**config.mk**
```make
export PLATFORM = sky130hd
export DESIGN_NAME = instr_encoder
export DESIGN_NICKNAME = d
export VERILOG_FILES = /design/src/rtl/instr_encoder.sv
export SDC_FILE = /design/constraint.sdc
export NUM_CORES = 1
export LEC_CHECK = 0
export CAP_MARGIN = 0
export CORE_AREA = 2 2 75 77
export CTS_BUF_LIST = sky130_fd_sc_hd__clkbuf_2
export DETAILED_ROUTE_END_ITERATION = 6
export DIE_AREA = 0 0 77 79
export MAX_ROUTING_LAYER = met4
export PLACE_DENSITY = 0.86
export SYNTH_ARGS = -nofsm -noshare
export SYNTH_HDL_FRONTEND = slang
export SYNTH_SLANG_ARGS = --single-unit
```
**constraint.sdc**
```tcl
create_clock -name clk -period 4.08 [get_ports clk]
set_input_delay 1.224 -clock clk [delete_from_list [all_inputs] [get_ports clk]]
set_output_delay 1.224 -clock clk [all_outputs]
set_load 0.01 [all_outputs]
```
**src/rtl/instr_encoder.sv**
```systemverilog
// instr_encoder: packs symbolic instruction requests into 16-bit words
// {opcode[3:0], operand[11:0]} and streams them into instruction RAM at
// sequential addresses, through a 2-entry FIFO that absorbs RAM backpressure.
module instr_encoder #(
  parameter int AW     = 8,
  parameter int FDEPTH = 2
) (
  input  logic          clk,
  input  logic          rst,
  input  logic          start,
  input  logic [AW-1:0] base_addr,
  input  logic          in_valid,
  output logic          in_ready,
  input  logic [2:0]    in_class,
  input  logic [2:0]    in_sub,
  input  logic [11:0]   in_operand,
  input  logic          in_last,
  output logic          mem_we,
  output logic [AW-1:0] mem_addr,
  output logic [15:0]   mem_wdata,
  input  logic          mem_ready,
  output logic          busy,
  output logic          done,
  output logic [AW-1:0] count,
  output logic          err_illegal,
  output logic          err_overflow
);

  localparam logic [AW-1:0] ADDR_MAX = '1;

  typedef enum logic [1:0] {
    S_IDLE  = 2'd0,
    S_RUN   = 2'd1,
    S_DRAIN = 2'd2
  } state_t;

  state_t state_q, state_d;

  // FIFO storage: two slots, 1-bit pointers, occupancy counter 0..2
  logic [1:0][15:0] fifo_q, fifo_d;
  logic             wr_ptr_q, wr_ptr_d;
  logic             rd_ptr_q, rd_ptr_d;
  logic [1:0]       fcnt_q, fcnt_d;

  logic [AW-1:0]    addr_q, addr_d;
  logic [AW-1:0]    count_q, count_d;
  logic             err_ill_q, err_ill_d;
  logic             err_ovf_q, err_ovf_d;
  logic             ovf_lock_q, ovf_lock_d;

  logic fifo_empty, fifo_full;
  logic start_ok, accept, legal, push, pop, wr_fire;
  logic [15:0] enc_word;

  // Opcode map; the class field stays recoverable by the matching decoder
  function automatic logic [3:0] encode_op(input logic [2:0] cls,
                                           input logic [2:0] sub);
    logic [3:0] op;
    case (cls)
      3'd0:    op = 4'b0000;
      3'd1:    op = 4'b0001;
      3'd2:    op = {3'b001, sub[0]};
      3'd3:    op = {3'b010, sub[0]};
      3'd4:    op = {3'b011, sub[0]};
      3'd5:    op = {1'b1, sub};
      default: op = 4'b0000;
    endcase
    return op;
  endfunction

  assign fifo_empty = (fcnt_q == 2'd0);
  assign fifo_full  = (fcnt_q == 2'(FDEPTH));
  assign start_ok   = start && (state_q == S_IDLE);
  assign accept     = in_valid && in_ready;
  assign legal      = (in_class <= 3'd5);
  assign push       = accept && legal;
  // Once locked past the top address, entries are discarded without a write
  assign pop        = !fifo_empty && (ovf_lock_q || mem_ready);
  assign wr_fire    = pop && !ovf_lock_q;
  assign enc_word   = {encode_op(in_class, in_sub), in_operand};

  // State register
  always_ff @(posedge clk or posedge rst) begin
    if (rst) state_q <= S_IDLE;
    else     state_q <= state_d;
  end

  // Next-state: RUN until the last beat is accepted, then drain the FIFO
  always_comb begin
    state_d = state_q;
    case (state_q)
      S_IDLE:  if (start_ok)               state_d = S_RUN;
      S_RUN:   if (accept && in_last)      state_d = S_DRAIN;
      S_DRAIN: if (fifo_empty)             state_d = S_IDLE;
      default:                             state_d = S_IDLE;
    endcase
  end

  // FSM outputs; in_ready depends only on registered state, never on in_valid
  always_comb begin
    in_ready = (state_q == S_RUN) && !fifo_full;
    mem_we   = !fifo_empty && !ovf_lock_q;
    busy     = (state_q != S_IDLE);
    done     = (state_q == S_DRAIN) && fifo_empty;
  end

  // FIFO next state: push at write pointer, pop at read pointer
  always_comb begin
    fifo_d   = fifo_q;
    wr_ptr_d = wr_ptr_q;
    rd_ptr_d = rd_ptr_q;
    fcnt_d   = fcnt_q + {1'b0, push} - {1'b0, pop};
    if (push) begin
      fifo_d[wr_ptr_q] = enc_word;
      wr_ptr_d         = ~wr_ptr_q;
    end
    if (pop) rd_ptr_d = ~rd_ptr_q;
  end

  // Address, count and sticky error tracking
  always_comb begin
    addr_d     = addr_q;
    count_d    = count_q;
    err_ill_d  = err_ill_q;
    err_ovf_d  = err_ovf_q;
    ovf_lock_d = ovf_lock_q;
    if (start_ok) begin
      addr_d     = base_addr;
      count_d    = '0;
      err_ill_d  = 1'b0;
      err_ovf_d  = 1'b0;
      ovf_lock_d = 1'b0;
    end else begin
      if (accept && !legal) err_ill_d = 1'b1;
      if (pop && ovf_lock_q) err_ovf_d = 1'b1;
      if (wr_fire) begin
        if (count_q != ADDR_MAX) count_d = count_q + 1'b1;
        // Address is held at the top rather than wrapping onto word 0
        if (addr_q == ADDR_MAX) ovf_lock_d = 1'b1;
        else                    addr_d     = addr_q + 1'b1;
      end
    end
  end

  // Datapath registers; reset flushes the FIFO and drops mem_we at once
  always_ff @(posedge clk or posedge rst) begin
    if (rst) begin
      fifo_q     <= '0;
      wr_ptr_q   <= 1'b0;
      rd_ptr_q   <= 1'b0;
      fcnt_q     <= 2'd0;
      addr_q     <= '0;
      count_q    <= '0;
      err_ill_q  <= 1'b0;
      err_ovf_q  <= 1'b0;
      ovf_lock_q <= 1'b0;
    end else begin
      fifo_q     <= fifo_d;
      wr_ptr_q   <= wr_ptr_d;
      rd_ptr_q   <= rd_ptr_d;
      fcnt_q     <= fcnt_d;
      addr_q     <= addr_d;
      count_q    <= count_d;
      err_ill_q  <= err_ill_d;
      err_ovf_q  <= err_ovf_d;
      ovf_lock_q <= ovf_lock_d;
    end
  end

  assign mem_addr     = addr_q;
  assign mem_wdata    = fifo_q[rd_ptr_q];
  assign count        = count_q;
  assign err_illegal  = err_ill_q;
  assign err_overflow = err_ovf_q;

endmodule
```
==> flow_metrics.env <==
export IMPL_outcome="finished, final reports clean"
export IMPL_final_common_cell="clkdlybuf4s50_1"
export IMPL_holdPathStages=2
export IMPL_tightest_slew_ps=762
export IMPL_synthSimpleGateAreaFrac_pct=13.3
export IMPL_drtIter0Drc=106
export IMPL_multi_input_area_mm2=0.00132
export IMPL_groute_usage_overall_pct=21.7
export IMPL_worstSetupStartpointType="register"
export IMPL_final_nets=356
export IMPL_die_area_mm2=0.00608
export IMPL_cts_num_sinks=57
export IMPL_syn_area_mm2=0.00284
export IMPL_p_leak_nw=1.58
export IMPL_period_share_pct=84.4
export IMPL_muxShareOfSynthArea_pct=20.1
export IMPL_core_area_mm2=0.00534
export IMPL_initial_core_util_pct=53.2
export IMPL_crit_arrival_ps=2220
export IMPL_rr_worst_depth=5
export IMPL_yosys_top_cells_area="dfrtp_1 (50%), mux2_2 (14%), mux2_4 (4.8%)"
export IMPL_holdBufCountCts=0
export IMPL_regToRegEndpoint="mem_addr[6]"
export IMPL_num_vias=2162
export IMPL_p_per_area_mw_per_mm2=723
export IMPL_fin_cells=396
export IMPL_die_x_um=77
export IMPL_diodes=0
export IMPL_cts_tree="built"
export IMPL_clock_latency_ps=460
export IMPL_finalWeightedCongestion=0.763
export IMPL_die_h_um=79
export IMPL_setup_viol=0
export IMPL_crit_path_end_kind="primary output"
export IMPL_dr_pass1_iters=4
export IMPL_nFillCells=419
export IMPL_avgRoutedWirePerCell_um=15.0
export IMPL_clk_pin_slew_worst_paths_ps=160
export IMPL_synthCells=246
export IMPL_cts_buffer_depth=2
export IMPL_crit_required_ps=2860
export IMPL_synth_cell_types=42
export IMPL_seq_area_mm2=0.00143
export IMPL_synth_compound_area_share_pct=8.67
export IMPL_final_cell_mix="clkdlybuf4s50_1 (69), dfrtp_1 (57), mux2_2 (36)"
export IMPL_antenna_found_initial=0
export IMPL_total_power_mw=2.68
export IMPL_yosysWarnings=0
export IMPL_grt_pass1_vias=2089
export IMPL_irDropWorstVdd_mv=0.398
export IMPL_fin_setup_tns_ps=0
export IMPL_holdWs_ps=521
export IMPL_synth_top_cell_area_share_pct=50.2
export IMPL_grt_pass1_wl_um=10200
export IMPL_wl_um=5950
export IMPL_hold_path_endpoint="err_illegal"
export IMPL_yosys_area_top_type="dfrtp_1"
export IMPL_row_count=27
export IMPL_r2r_start="mem_addr[0]"
export IMPL_cts_setup_buffers=0
export IMPL_synth_xor_area_share_pct=2.16
export IMPL_drv_slew=0
export IMPL_hpwlAfterDp_um=4110
export IMPL_post_route_min_period_ps=3440
export IMPL_cts_root_buf="clkbuf_2"
export IMPL_ios=70
export IMPL_max_freq_mhz=290
export IMPL_min_delay_start="err_illegal"
export IMPL_maxCapViolCount=0
export IMPL_final_area_mm2=0.00371
export IMPL_finalHoldViolCount=0
export IMPL_vias_per_cell=5.46
export IMPL_cts_resized=0
export IMPL_hold_class="register to register"
export IMPL_route_detailed_drc=0
export IMPL_yosys_register_bits=57
export IMPL_numCtsBuffers=9
export IMPL_area_growth_pct=30.6
export IMPL_antenna_left=0
export IMPL_overflow=0
export IMPL_cp_startpoint="rd_ptr_q"
export IMPL_layout_drive_gt1_share_pct=20.1
export IMPL_path_class="register to primary output"
export IMPL_synth_fa_ha_area_share_pct=2.20
export IMPL_postPlaceCellArea_mm2=0.00358
export IMPL_avgSynthCellArea_um2=11.6
export IMPL_ys_seq_area_share_pct=50.2
export IMPL_slew_headroom_pct=49.2
export IMPL_syn_num_nets=283
export IMPL_rrSetupSlack_ps=1970
export IMPL_cts_max_level=3
export IMPL_fin_worst_skew_ps=27.4
export IMPL_port_buffers=69
export IMPL_placed_cells=380
export IMPL_rsz0062_at_grt="false"
export IMPL_grt_max_degree=30
export IMPL_cp_max_fo=18
export IMPL_synth_top_family_by_area="multiplexers"
through the flow:
stage | setup slack (ps) | utilization [%]
final | 637 | 69.5
after global routing | 503 | 69.5
after CTS | 587 | 69.5
after detailed placement | 876 | 67.1
after global placement | 913 | 67.1
after floorplan | 1460 | -
synthesized netlist by cell type, drive strengths merged:
cell,n
nor2,18
a211o,1
nand2,17
nand2b,4
a311o,1
nor2b,1
or3,5
and3,3
inv,9
o31ai,6
xor2,3
a31oi,5
a21oi,10
and4,1
and2,1
nand3b,1
clkbuf,4
a211oi,1
ha,5
mux2i,3
mux2,45
nand4,1
xnor2,4
nor3b,2
a311oi,1
a41oi,1
dfrtp,57
and4b,1
buf,6
or4,7
o21ai,11
o211ai,1
or2b,1
o22ai,1
o21a,1
nand3,7
per-layer routing:
metal  vias up  wire length [µm]  GRT usage [%]  share of wire (%)
met2        64              2930           35.3                 49
li1       1039                 -              -                  -
met1      1051              2630           27.1                 44
met3         8               317           5.68                5.3
met5         -                 0              -                  0
met4         0                65           6.43                1.1
power breakdown:
| part | switching, mW | total (mW) | internal (mW) |
|---|---|---|---|
| Sequential | 0.220 | 1.03 | 0.810 |
| Combinational | 0.488 | 1.25 | 0.757 |
| Clock | 0.210 | 0.407 | 0.197 |
| Total | 0.918 | 2.68 | 1.76 |
cells by family after synthesis:
logic type / Yosys count
AND/OR/NAND/NOR: 70
flip-flops: 57
multiplexers: 48
AO/OA/AOI/OAI: 40
buffers and inverters: 19
XOR/XNOR: 7
adder cells (fa/ha/maj): 5
cell type report:
type                    instances  share of cell area [%]
multi-input cells             170                    35.5
clock buffers                   9                    1.21
well taps                      72                    2.43
flip-flops and latches         57                    38.4
inverters                       9                   0.910
clock inverters                 7                    2.29
repair buffers                 72                    19.2
critical path: stages (launching register included):
cell and delay [ps]:
dfrtp_1 870, mux2_2 420, clkdlybuf4s50_1 480
sequential cells by signal, indices dropped and copies added, names as in the netlist:
| signal | cells |
|---|---|
| fifo_q | 32 |
| count | 8 |
| mem_addr | 8 |
| fcnt_q | 2 |
| state_q | 2 |
| err_illegal | 1 |
| err_overflow | 1 |
| ovf_lock_q | 1 |
| rd_ptr_q | 1 |
| wr_ptr_q | 1 |
worst max-delay path by stage:
| stage | to | slack [ps] | cells after the start |
|---|---|---|---|
| global route | mem_wdata[15] | 500 | 2 |
| detailed placement | fcnt_q[1] | 880 | 8 |
| finish | mem_wdata[10] | 640 | 2 |
| floorplan | count[0] | 1460 | 1 |
| CTS | mem_wdata[2] | 590 | 2 |
| global placement | fcnt_q[1] | 910 | 8 |
Power figures use the tool's default switching activity.
